[config.mk]
export PLATFORM = sky130hd
export DESIGN_NAME = inst_fetch_stage_flat
export DESIGN_NICKNAME = d
export VERILOG_FILES = /design/src/rtl/inst_fetch_stage_if.sv /design/src/rtl/inst_fetch_stage.sv /design/src/flat_wrapper.sv
export SDC_FILE = /design/constraint.sdc
export NUM_CORES = 1
export LEC_CHECK = 0
export CAP_MARGIN = 30
export CORE_MARGIN = 2
export CORE_UTILIZATION = 44
export CTS_BUF_LIST = sky130_fd_sc_hd__clkbuf_8 sky130_fd_sc_hd__clkbuf_16
export CTS_CLUSTER_DIAMETER = 40
export DETAILED_ROUTE_END_ITERATION = 7
export PLACE_DENSITY = 0.8
export RECOVER_POWER = 100
export SYNTH_ARGS = -nofsm -noshare
export SYNTH_HDL_FRONTEND = slang
export SYNTH_SLANG_ARGS = --single-unit
[constraint.sdc]
create_clock -name clk -period 3.7 [get_ports clk]
set_input_delay 0.925 -clock clk [delete_from_list [all_inputs] [get_ports clk]]
set_output_delay 0.925 -clock clk [all_outputs]
set_load 0.02 [all_outputs]
[src/rtl/inst_fetch_stage_if.sv]
// Fetch-stage bus: redirect/loader controls, instruction memory read port and the
// IF/ID valid/ready handshake toward decode.
interface inst_fetch_stage_if #(
  parameter int ADDR_W = 32,
  parameter int INST_W = 32
);
  logic              load_busy_i;
  logic              redirect_i;
  logic [ADDR_W-1:0] redirect_pc_i;
  logic [ADDR_W-1:0] raddr_o;
  logic [INST_W-1:0] rdata_i;
  // IF/ID handshake: an entry transfers on a rising edge where if_valid_o && id_ready_i;
  // while if_valid_o && !id_ready_i the entry (pc, inst, fault) is held unchanged.
  logic              if_valid_o;
  logic              id_ready_i;
  logic [ADDR_W-1:0] if_pc_o;
  logic [INST_W-1:0] if_inst_o;
  logic              if_fault_o;

  modport master (
    input  load_busy_i, redirect_i, redirect_pc_i, rdata_i, id_ready_i,
    output raddr_o, if_valid_o, if_pc_o, if_inst_o, if_fault_o
  );

  modport slave (
    output load_busy_i, redirect_i, redirect_pc_i, rdata_i, id_ready_i,
    input  raddr_o, if_valid_o, if_pc_o, if_inst_o, if_fault_o
  );
endinterface

[src/rtl/inst_fetch_stage.sv]
// IF stage: owns the PC, reads the word-indexed instruction memory combinationally
// and captures the returned word into the IF/ID register.
module inst_fetch_stage #(
  parameter int                 ADDR_W    = 32,
  parameter int                 INST_W    = 32,
  parameter logic [ADDR_W-1:0]  RESET_PC  = '0,
  parameter int                 MEM_WORDS = 4096,
  parameter logic [INST_W-1:0]  NOP_INST  = 32'h13
) (
  input  logic                clk,
  input  logic                rst,
  inst_fetch_stage_if.master  bus,
  output logic                dbg_state
);

  typedef enum logic [0:0] {IDLE = 1'b0, RUN = 1'b1} state_e;

  localparam logic [ADDR_W-1:0] MEM_WORDS_W = ADDR_W'(MEM_WORDS);

  state_e            state_q;
  logic [ADDR_W-1:0] pc_q;
  logic [ADDR_W-1:0] word_idx;
  logic              in_range;
  logic              advance;

  assign word_idx    = {2'b00, pc_q[ADDR_W-1:2]};
  assign in_range    = word_idx < MEM_WORDS_W;
  assign bus.raddr_o = word_idx;
  assign dbg_state   = state_q;

  assign advance = (state_q == RUN) && !bus.load_busy_i &&
                   (!bus.if_valid_o || bus.id_ready_i);

  always_ff @(posedge clk or posedge rst) begin
    if (rst) begin
      state_q        <= IDLE;
      pc_q           <= RESET_PC;
      bus.if_valid_o <= 1'b0;
      bus.if_pc_o    <= '0;
      bus.if_inst_o  <= NOP_INST;
      bus.if_fault_o <= 1'b0;
    end else begin
      case (state_q)
        IDLE:    if (!bus.load_busy_i) state_q <= RUN;
        RUN:     if (bus.load_busy_i)  state_q <= IDLE;
        default: state_q <= IDLE;
      endcase

      // Redirect wins over everything, squashing the held entry even if decode took it.
      if (bus.redirect_i) begin
        pc_q           <= {bus.redirect_pc_i[ADDR_W-1:2], 2'b00};
        bus.if_valid_o <= 1'b0;
      end else if (advance) begin
        bus.if_valid_o <= 1'b1;
        bus.if_pc_o    <= pc_q;
        pc_q           <= pc_q + ADDR_W'(4);
        if (in_range) begin
          bus.if_inst_o  <= bus.rdata_i;
          bus.if_fault_o <= 1'b0;
        end else begin
          bus.if_inst_o  <= NOP_INST;
          bus.if_fault_o <= 1'b1;
        end
      end else if (bus.if_valid_o && bus.id_ready_i) begin
        bus.if_valid_o <= 1'b0;
      end
    end
  end

endmodule

[src/flat_wrapper.sv]
// flat-port wrapper written by rule: the top's interface ports become plain ports
module inst_fetch_stage_flat 
#(
  parameter int                 ADDR_W    = 32,
  parameter int                 INST_W    = 32,
  parameter logic [ADDR_W-1:0]  RESET_PC  = '0,
  parameter int                 MEM_WORDS = 4096,
  parameter logic [INST_W-1:0]  NOP_INST  = 32'h13
)
  (clk, rst, dbg_state, bus_load_busy_i, bus_redirect_i, bus_redirect_pc_i, bus_rdata_i, bus_id_ready_i, bus_raddr_o, bus_if_valid_o, bus_if_pc_o, bus_if_inst_o, bus_if_fault_o);
  inst_fetch_stage_if #(.ADDR_W(ADDR_W), .INST_W(INST_W)) bus_i ();
  input  logic clk;
  input  logic rst;
  output logic dbg_state;
  input wire logic [$bits(bus_i.load_busy_i)-1:0] bus_load_busy_i;
  input wire logic [$bits(bus_i.redirect_i)-1:0] bus_redirect_i;
  input wire logic [$bits(bus_i.redirect_pc_i)-1:0] bus_redirect_pc_i;
  input wire logic [$bits(bus_i.rdata_i)-1:0] bus_rdata_i;
  input wire logic [$bits(bus_i.id_ready_i)-1:0] bus_id_ready_i;
  output wire logic [$bits(bus_i.raddr_o)-1:0] bus_raddr_o;
  output wire logic [$bits(bus_i.if_valid_o)-1:0] bus_if_valid_o;
  output wire logic [$bits(bus_i.if_pc_o)-1:0] bus_if_pc_o;
  output wire logic [$bits(bus_i.if_inst_o)-1:0] bus_if_inst_o;
  output wire logic [$bits(bus_i.if_fault_o)-1:0] bus_if_fault_o;
  assign bus_i.load_busy_i = bus_load_busy_i;
  assign bus_i.redirect_i = bus_redirect_i;
  assign bus_i.redirect_pc_i = bus_redirect_pc_i;
  assign bus_i.rdata_i = bus_rdata_i;
  assign bus_i.id_ready_i = bus_id_ready_i;
  assign bus_raddr_o = bus_i.raddr_o;
  assign bus_if_valid_o = bus_i.if_valid_o;
  assign bus_if_pc_o = bus_i.if_pc_o;
  assign bus_if_inst_o = bus_i.if_inst_o;
  assign bus_if_fault_o = bus_i.if_fault_o;
  inst_fetch_stage #(.ADDR_W(ADDR_W), .INST_W(INST_W), .RESET_PC(RESET_PC), .MEM_WORDS(MEM_WORDS), .NOP_INST(NOP_INST)) u_core (.clk(clk), .rst(rst), .bus(bus_i), .dbg_state(dbg_state));
endmodule
# Word level (Yosys, flattened, before mapping)
# Cells that the tools add are included.
# word_totals
out_inout_bits	99
ff_bits	99
# op_classes
n_addsub	1
reduce_logical	9
magnitude_cmp	1
bitwise	1
mux	8
# ops
cell	count
32-bit two-way mux	3
32-bit by 3-bit adder with 32-bit output, second input constant	1
30-bit by 13-bit less-than comparator with 1-bit output, second input constant	1
1-bit two-way mux	5
1-bit logical AND	3
3-bit nonzero test	1
1-bit zero test	2
2-bit AND reduction	1
2-bit nonzero test	1
1-bit logical OR	1
1-bit NOT	1

# Logic depth before layout (Yosys ltp)
# Gate-level depths: netlist (run 1).
# depth
ltp_word	5
mapped_depth	7

# Worst setup path before layout (run 1)
# No wires, ideal clock.
# synth_path
kind	input -> register
start	input bus_id_ready_i
end	register u_core.bus.if_inst_o[10]
setup_slack_ps	1460
arrival_ps	2174
path_buffers	2
path_stages	6
setup_time_ps	66
required_ps	3634
path_cell_list	nand2b_1 clkbuf_1 nand3_1 nor3_1 buf_2 a22o_1
# synth_via
elab_chain_len	3
# synth_lines
element	line	text
start: declaration	flat_wrapper.sv:19	input wire logic [$bits(bus_i.id_ready_i)-1:0] bus_id_ready_i;
1-bit logical OR	inst_fetch_stage.sv:32	(!bus.if_valid_o || bus.id_ready_i);
1-bit logical AND	inst_fetch_stage.sv:31	assign advance = (state_q == RUN) && !bus.load_busy_i &&
2-bit AND reduction (no source line)	n/a	
end signal: assignment	inst_fetch_stage.sv:58	bus.if_inst_o <= bus.rdata_i;
end: declaration	inst_fetch_stage_if.sv:22	output raddr_o, if_valid_o, if_pc_o, if_inst_o, if_fault_o
# Every way passes these cells.
# A chain may end at the register's enable or synchronous reset.

# Worst setup path after layout (run 1)
# layout_path
start	input bus_load_busy_i
end	register u_core.pc_q[20]
# layout_via
elab_chain_len	4
# layout_lines
element	line	text
start: declaration	flat_wrapper.sv:15	input wire logic [$bits(bus_i.load_busy_i)-1:0] bus_load_busy_i;
1-bit zero test	inst_fetch_stage.sv:31	
1-bit logical AND (2 in series)	inst_fetch_stage.sv:31	
2-bit nonzero test (no source line)	n/a	
end signal: assignment	inst_fetch_stage.sv:51	pc_q <= {bus.redirect_pc_i[ADDR_W-1:2], 2'b00};
end signal: assignment	inst_fetch_stage.sv:56	pc_q <= pc_q + ADDR_W'(4);
end: declaration	inst_fetch_stage.sv:21	logic [ADDR_W-1:0] pc_q;
# Every way passes these cells.

==> flow_summary.ini, run 1 <==
[cts]
cts_resized = 0
tritoncts = yes
root_buffer = clkbuf_8
clock_latency_ns = 0.36
cts-hold-fix-buffers = 0
clock_sinks = 95
clockBufferDepth = 2
cts_setup_buffers = 0
clk_pin_slew_worst_paths_ns = 0.10
cts_buffers = 9
htree_levels = 3

[worst_setup_path]
start_kind = input port
path_delay_family = simple AND/OR/NAND/NOR gates
crit_type = input port to flop
endpoint_kind = flop
crit_chain = dlygate4sd3_1 -> nor2b_1 -> nand3_1 -> or4_1 -> a31oi_1
slowest_delay_ns = 0.65
reg2reg_from = u_core.dbg_state$_DFF_PP0_
r2r_end = u_core.pc_q[20]$_DFFE_PP0N_
cp.required_ns = 3.99
crit_buf_inv = 1
crit_fanout = 15
worstRegToRegCells = 4
crit_arrival_ns = 3.38
crit_path_top_delay_cell = or4_1
r2r_setup_slack_ns = 1.36

[timing]
setup_viol = 0
max_freq_mhz = 323
tns_ns = 0
layout_min_cycle_time_ns = 3.09
fin_crit_sh_pct = 83.6
fin_skew_ns = 0.00615
rsz0062_at_grt = no
worst_slew_margin_rel_pct = -3.29
timing.final.max_slew_violations = 35
hold_ws_ns = 0.475
tightest_slew_ns = 1.54
hold_violations = 0

[floorplanning]
pin_count = 168
fp.dieH_um = 104
std_cell_rows = 36
core_area_mm2 = 0.00973
initial_core_util_pct = 45.0
die_x_um = 104
die_area_mm2 = 0.0108

[yosys]
syn_area_mm2 = 0.00438
synth-edff-count = 0
synth_cell_types = 42
synth_seq_area_share_pct = 54.4
syn_area_per_cell_um2 = 9.48
synth_warnings = 0
synthCells = 462
ys_ff_latch = 95
synth_ff_type = dfrtp_1
async_reset_ff_share_pct = 100

[routing]
dr.pass1.iters = 7
wire_per_inst_um = 17.5
drc = 0
route.vias.total = 4185
via_per_inst = 5.59
drt_iter0_drc = 379
ant_nets = 0
drt_wl_total_um = 13100

[grt]
grt_pass1_vias = 4047
antenna_found_initial = 0
grt_pass1_wl_um = 21300
grt_max_degree = 63
grt.total_usage_pct = 24.4
grt_overflow = 0

[outcome]
outcome = finished with violations
violations = capacitance limit, slew limit

[finish]
final_common_cell = nand2_1
area_growth_pct = 44.5
n_antenna_cell = 0
nets = 680
stdcell_count = 748
layout_common_cells = 100 x nand2_1, 97 x dlygate4sd3_1, 92 x dfrtp_1, 64 x clkdlybuf4s50_1, 29 x a22o_1
drive_gt1_share_pct = 5.20

[worst_hold_path]
whs_endpoint = u_core.bus.if_pc_o[10]$_DFFE_PP0P_
holdCritStartpoint = u_core.bus.if_pc_o[10]$_DFFE_PP0P_
hold_depth = 2
hp-class = flop to flop

[job]
drv_cap = 1

[pwr]
power_density_mw_per_mm2 = 425
irDropWorstVdd_v = 0.000216
leakage_uw = 0.00284

[placement]
gp_congestion = 0.819
dp.cells = 732
io_buffers = 161
dp_hpwl_um = 9200
kinds of logic (layout without fill, tap and decap cells):
| group | Yosys count | after routing | share of synthesized area, % |
|---|---|---|---|
| other | 1 | 4 | 0.0856 |
| adder cells (fa/ha/maj) | 1 | 1 | 0.286 |
| AO/OA/AOI/OAI | 89 | 89 | 14.9 |
| flip-flops | 95 | 95 | 54.4 |
| XOR/XNOR | 6 | 6 | 1.20 |
| multiplexers | 1 | 1 | 0.229 |
| AND/OR/NAND/NOR | 222 | 222 | 24.5 |
| buffers and inverters | 47 | 197 | 4.51 |
power by group:
group	switching [uW]	internal [uW]
Clock	383	452
Combinational	339	272
Sequential	105	1140
Total	827	1860
cell usage after synthesis (6+ instances only):
cell type | instances | area, um^2
or4_1 | 6 | 45.0
a31oi_1 | 9 | 56.3
clkbuf_1 | 21 | 78.8
nor3_1 | 8 | 40.0
o31ai_1 | 15 | 113
dfrtp_1 | 92 | 2300
nand3_1 | 25 | 125
and3_1 | 6 | 37.5
nor2b_1 | 9 | 56.3
a22o_1 | 29 | 254
nand4_1 | 21 | 131
o21ai_0 | 17 | 85.1
nand2_1 | 100 | 375
inv_1 | 13 | 48.8
nor4_1 | 10 | 62.6
nor2_1 | 22 | 82.6
layer usage:
metal / vias up / global-route usage, % / wire (um)
li1: 1951 / - / -
met1: 1980 / 35.3 / 5920
met2: 225 / 37.5 / 5890
met3: 29 / 4.91 / 1040
met4: 0 / 6.95 / 228
met5: - / 0 / 0
worst min-delay path, stage by stage, from the launching register on:
cell and delay (ns):
dfrtp_1 0.35, nand2_1 0.05, nand2_1 0.05
sequential cells by signal, summed over array words and instances, names as in the netlist:
name and count:
u_core.dbg_state 1, u_core.bus.if_pc_o 30, u_core.pc_q 30, u_core.bus.if_inst_o 32
u_core.bus.if_fault_o 1, u_core.bus.if_valid_o 1
per-stage QoR:
stage | util, % | setup slack (ns) | power, uW | instance area, um^2
2_1_floorplan | - | 0.303 | 1560 | 4390
3_3_place_gp | 62.7 | 0.499 | 1900 | 6100
3_5_place_dp | 62.7 | 0.393 | 1920 | 6100
4_1_cts | 65.2 | 0.774 | 2750 | 6350
5_1_grt | 65.0 | 0.371 | 2810 | 6330
6_report | 65.0 | 0.606 | 2690 | 6330
how the worst max path moves through the flow:
stage                                                endpoint  depth (start not counted)             from
final                             u_core.pc_q[20]$_DFFE_PP0N_                          5  bus_load_busy_i
after global routing      u_core.bus.if_inst_o[2]$_DFFE_PP0P_                          6  bus_load_busy_i
after CTS                         u_core.pc_q[20]$_DFFE_PP0N_                          5  bus_load_busy_i
after detailed placement  u_core.bus.if_inst_o[2]$_DFFE_PP0P_                          6  bus_load_busy_i
after global placement            u_core.pc_q[22]$_DFFE_PP0N_                          5  bus_load_busy_i
after floorplan             u_core.bus.if_fault_o$_DFFE_PP0P_                          1              rst
layout make-up:
cell class | instances | area, um^2
fillers | 808 | 3400
flip-flops and latches | 95 | 2380
multi-input cells | 323 | 1820
repair buffers | 168 | 1660
well taps | 133 | 166
clock buffers | 9 | 124
clock inverters | 7 | 120
inverters | 13 | 50.0
(Power assumes the default switching activity.)
==> inputs of run 2 (changes only) <==
Clock period 3.7 ns to 2.85 ns, I/O delays scaled along.
==> run 2 against run 1 <==
Against the previous run: the flow now finishes without violations; worst setup slack got worse by 0.25 ns; sequential share of layout area barely moved; die area did not move; hold slack improved by 0.00066 ns; combinational power rose by 31%; critical endpoint is now u_core.bus.if_inst_o[10]$_DFFE_PP0P_; highest routed layer unchanged.
==> flow_summary.ini, run 2 (same netlist as run 1, synthesis figures left out) <==
[worst_hold_path]
hold_depth = 2
hp-class = flop to flop
holdCritStartpoint = u_core.bus.if_pc_o[21]$_DFFE_PP0P_
whs_endpoint = u_core.bus.if_pc_o[21]$_DFFE_PP0P_

[cts]
root_buffer = clkbuf_8
clock_sinks = 95
cts_setup_buffers = 0
clockBufferDepth = 2
cts-hold-fix-buffers = 0
cts_buffers = 9
tritoncts = yes
htree_levels = 3
clk_pin_slew_worst_paths_ns = 0.09
clock_latency_ns = 0.36
cts_resized = 0

[timing]
layout_min_cycle_time_ns = 2.49
worst_slew_margin_rel_pct = 6.67
fin_skew_ns = 0.00962
tns_ns = 0
hold_violations = 0
max_freq_mhz = 402
timing.final.max_slew_violations = 0
setup_viol = 0
tightest_slew_ns = 1.39
fin_crit_sh_pct = 87.3
rsz0062_at_grt = no

[worst_setup_path]
startpoint = bus_load_busy_i
cp.required_ns = 3.15
start_kind = input port
reg2reg_from = u_core.pc_q[7]$_DFFE_PP0N_
r2r_end = u_core.pc_q[21]$_DFFE_PP0N_
slowest_delay_ns = 0.59
crit_fanout = 33
crit_type = input port to flop
r2r_setup_slack_ns = 0.74
crit_arrival_ns = 2.79
worstRegToRegCells = 4
crit_chain = dlygate4sd3_1 -> nor2b_1 -> nand3_2 -> nor3_1 -> buf_4 -> a22o_1
endpoint_kind = flop
crit_path_top_delay_cell = dlygate4sd3_1

[finish]
final_common_cell = nand2_1
n_antenna_cell = 0
multi_input_area_mm2 = 0.00182
nets = 697
regArea_mm2 = 0.00238
top_register = u_core.bus.if_inst_o
largest_reg_flops = 32
fin_util_pct = 65.0
layout_common_cells = 100 x nand2_1, 98 x dlygate4sd3_1, 92 x dfrtp_1, 62 x clkdlybuf4s50_1, 29 x a22o_1
top_regs = u_core.bus.if_inst_o: 32 flops, u_core.bus.if_pc_o: 30 flops, u_core.pc_q: 30 flops
area_growth_pct = 44.4
drive_gt1_share_pct = 5.22
n_fill_cell = 817

[grt]
grt_overflow = 0
grt_pass1_vias = 4069
grt_pass1_wl_um = 21700
grt_max_degree = 48
grt.total_usage_pct = 25.0
antenna_found_initial = 0

[floorplanning]
die_area_mm2 = 0.0108
die_x_um = 104
std_cell_rows = 36
pin_count = 168
core_area_mm2 = 0.00973
fp.dieH_um = 104
initial_core_util_pct = 45.0

[pwr]
irDropWorstVdd_v = 0.000236
power_density_mw_per_mm2 = 513
leakage_uw = 0.00283
total_power_uw = 3240

[placement]
io_buffers = 161
dp_hpwl_um = 9780
gp_congestion = 0.856

[routing]
wl_met3_um = 939
route.vias.total = 4262
drt_wl_total_um = 13600
drc = 0
wire_per_inst_um = 17.8
wl_met2_um = 6240
dr.pass1.iters = 5
ant_nets = 0
drt_iter0_drc = 260
highest_layer = met4
m1WireLength_um = 6190
via_per_inst = 5.57

[job]
drv_cap = 0

[outcome]
outcome = finished, final reports clean
==> run 2: changes by cell type in the layout (fill, tap and decap cells not counted), sizes merged <==
cell	change
clkbuf	+16
buf	+3
bufinv	-3
clkdlybuf4s50	-2
clkinvlp	+2
clkinv	-1
dlygate4sd3	+1
inv	+1
==> run 2: worst max-delay path, delay by kind of cell <==
kind | cells | cell delay, ns
AND/OR/NAND/NOR | 3 | 0.91
buffers and inverters | 2 | 0.95
AO/OA/AOI/OAI | 1 | 0.20
==> run 2: per-layer routing <==
layer	GRT usage, %	vias to the layer above
li1	-	1985
met1	34.6	2050
met2	39.1	207
met3	5.54	20
met4	8.78	0
met5	0	-
==> run 2: how the worst max path moves through the flow <==
stage	end	slack, ns	depth (start not counted)
2_1_floorplan	u_core.bus.if_inst_o[10]$_DFFE_PP0P_	0.82	6
3_3_place_gp	u_core.bus.if_inst_o[12]$_DFFE_PP0P_	0.19	6
3_5_place_dp	u_core.bus.if_inst_o[10]$_DFFE_PP0P_	0.14	6
4_1_cts	bus_raddr_o[16]	0.51	1
5_1_grt	u_core.pc_q[18]$_DFFE_PP0N_	0.21	3
6_report	u_core.bus.if_inst_o[10]$_DFFE_PP0P_	0.36	6
==> run 2: stage by stage <==
| step | cell area (um^2) | hold slack, ns | instances | worst slack [ns] |
|---|---|---|---|---|
| after CTS | 6400 | 0.486 | 765 | 0.511 |
| after global placement | 6230 | 0.460 | 749 | 0.195 |
| after global routing | 6320 | 0.504 | 765 | 0.207 |
| final | 6320 | 0.476 | 765 | 0.361 |
| after floorplan | 4390 | 0.532 | 465 | 0.822 |
| after detailed placement | 6230 | 0.463 | 749 | 0.138 |
==> run 2: final cells by class <==
type                       instances  area share (%)
sequential                        95            37.7
multi-input combinational        323            28.8
timing repair buffer             185            27.3
tap                              133            2.63
clock buffer                      10            2.18
inverter                          13           0.791
clock inverter                     6           0.613
==> run 2: power by group <==
part,internal [uW],leakage [uW],switching [uW]
registers,1480,0.00119,141
clock network,337,0.0000871,486
logic,358,0.00155,445
total,2170,0.00283,1070
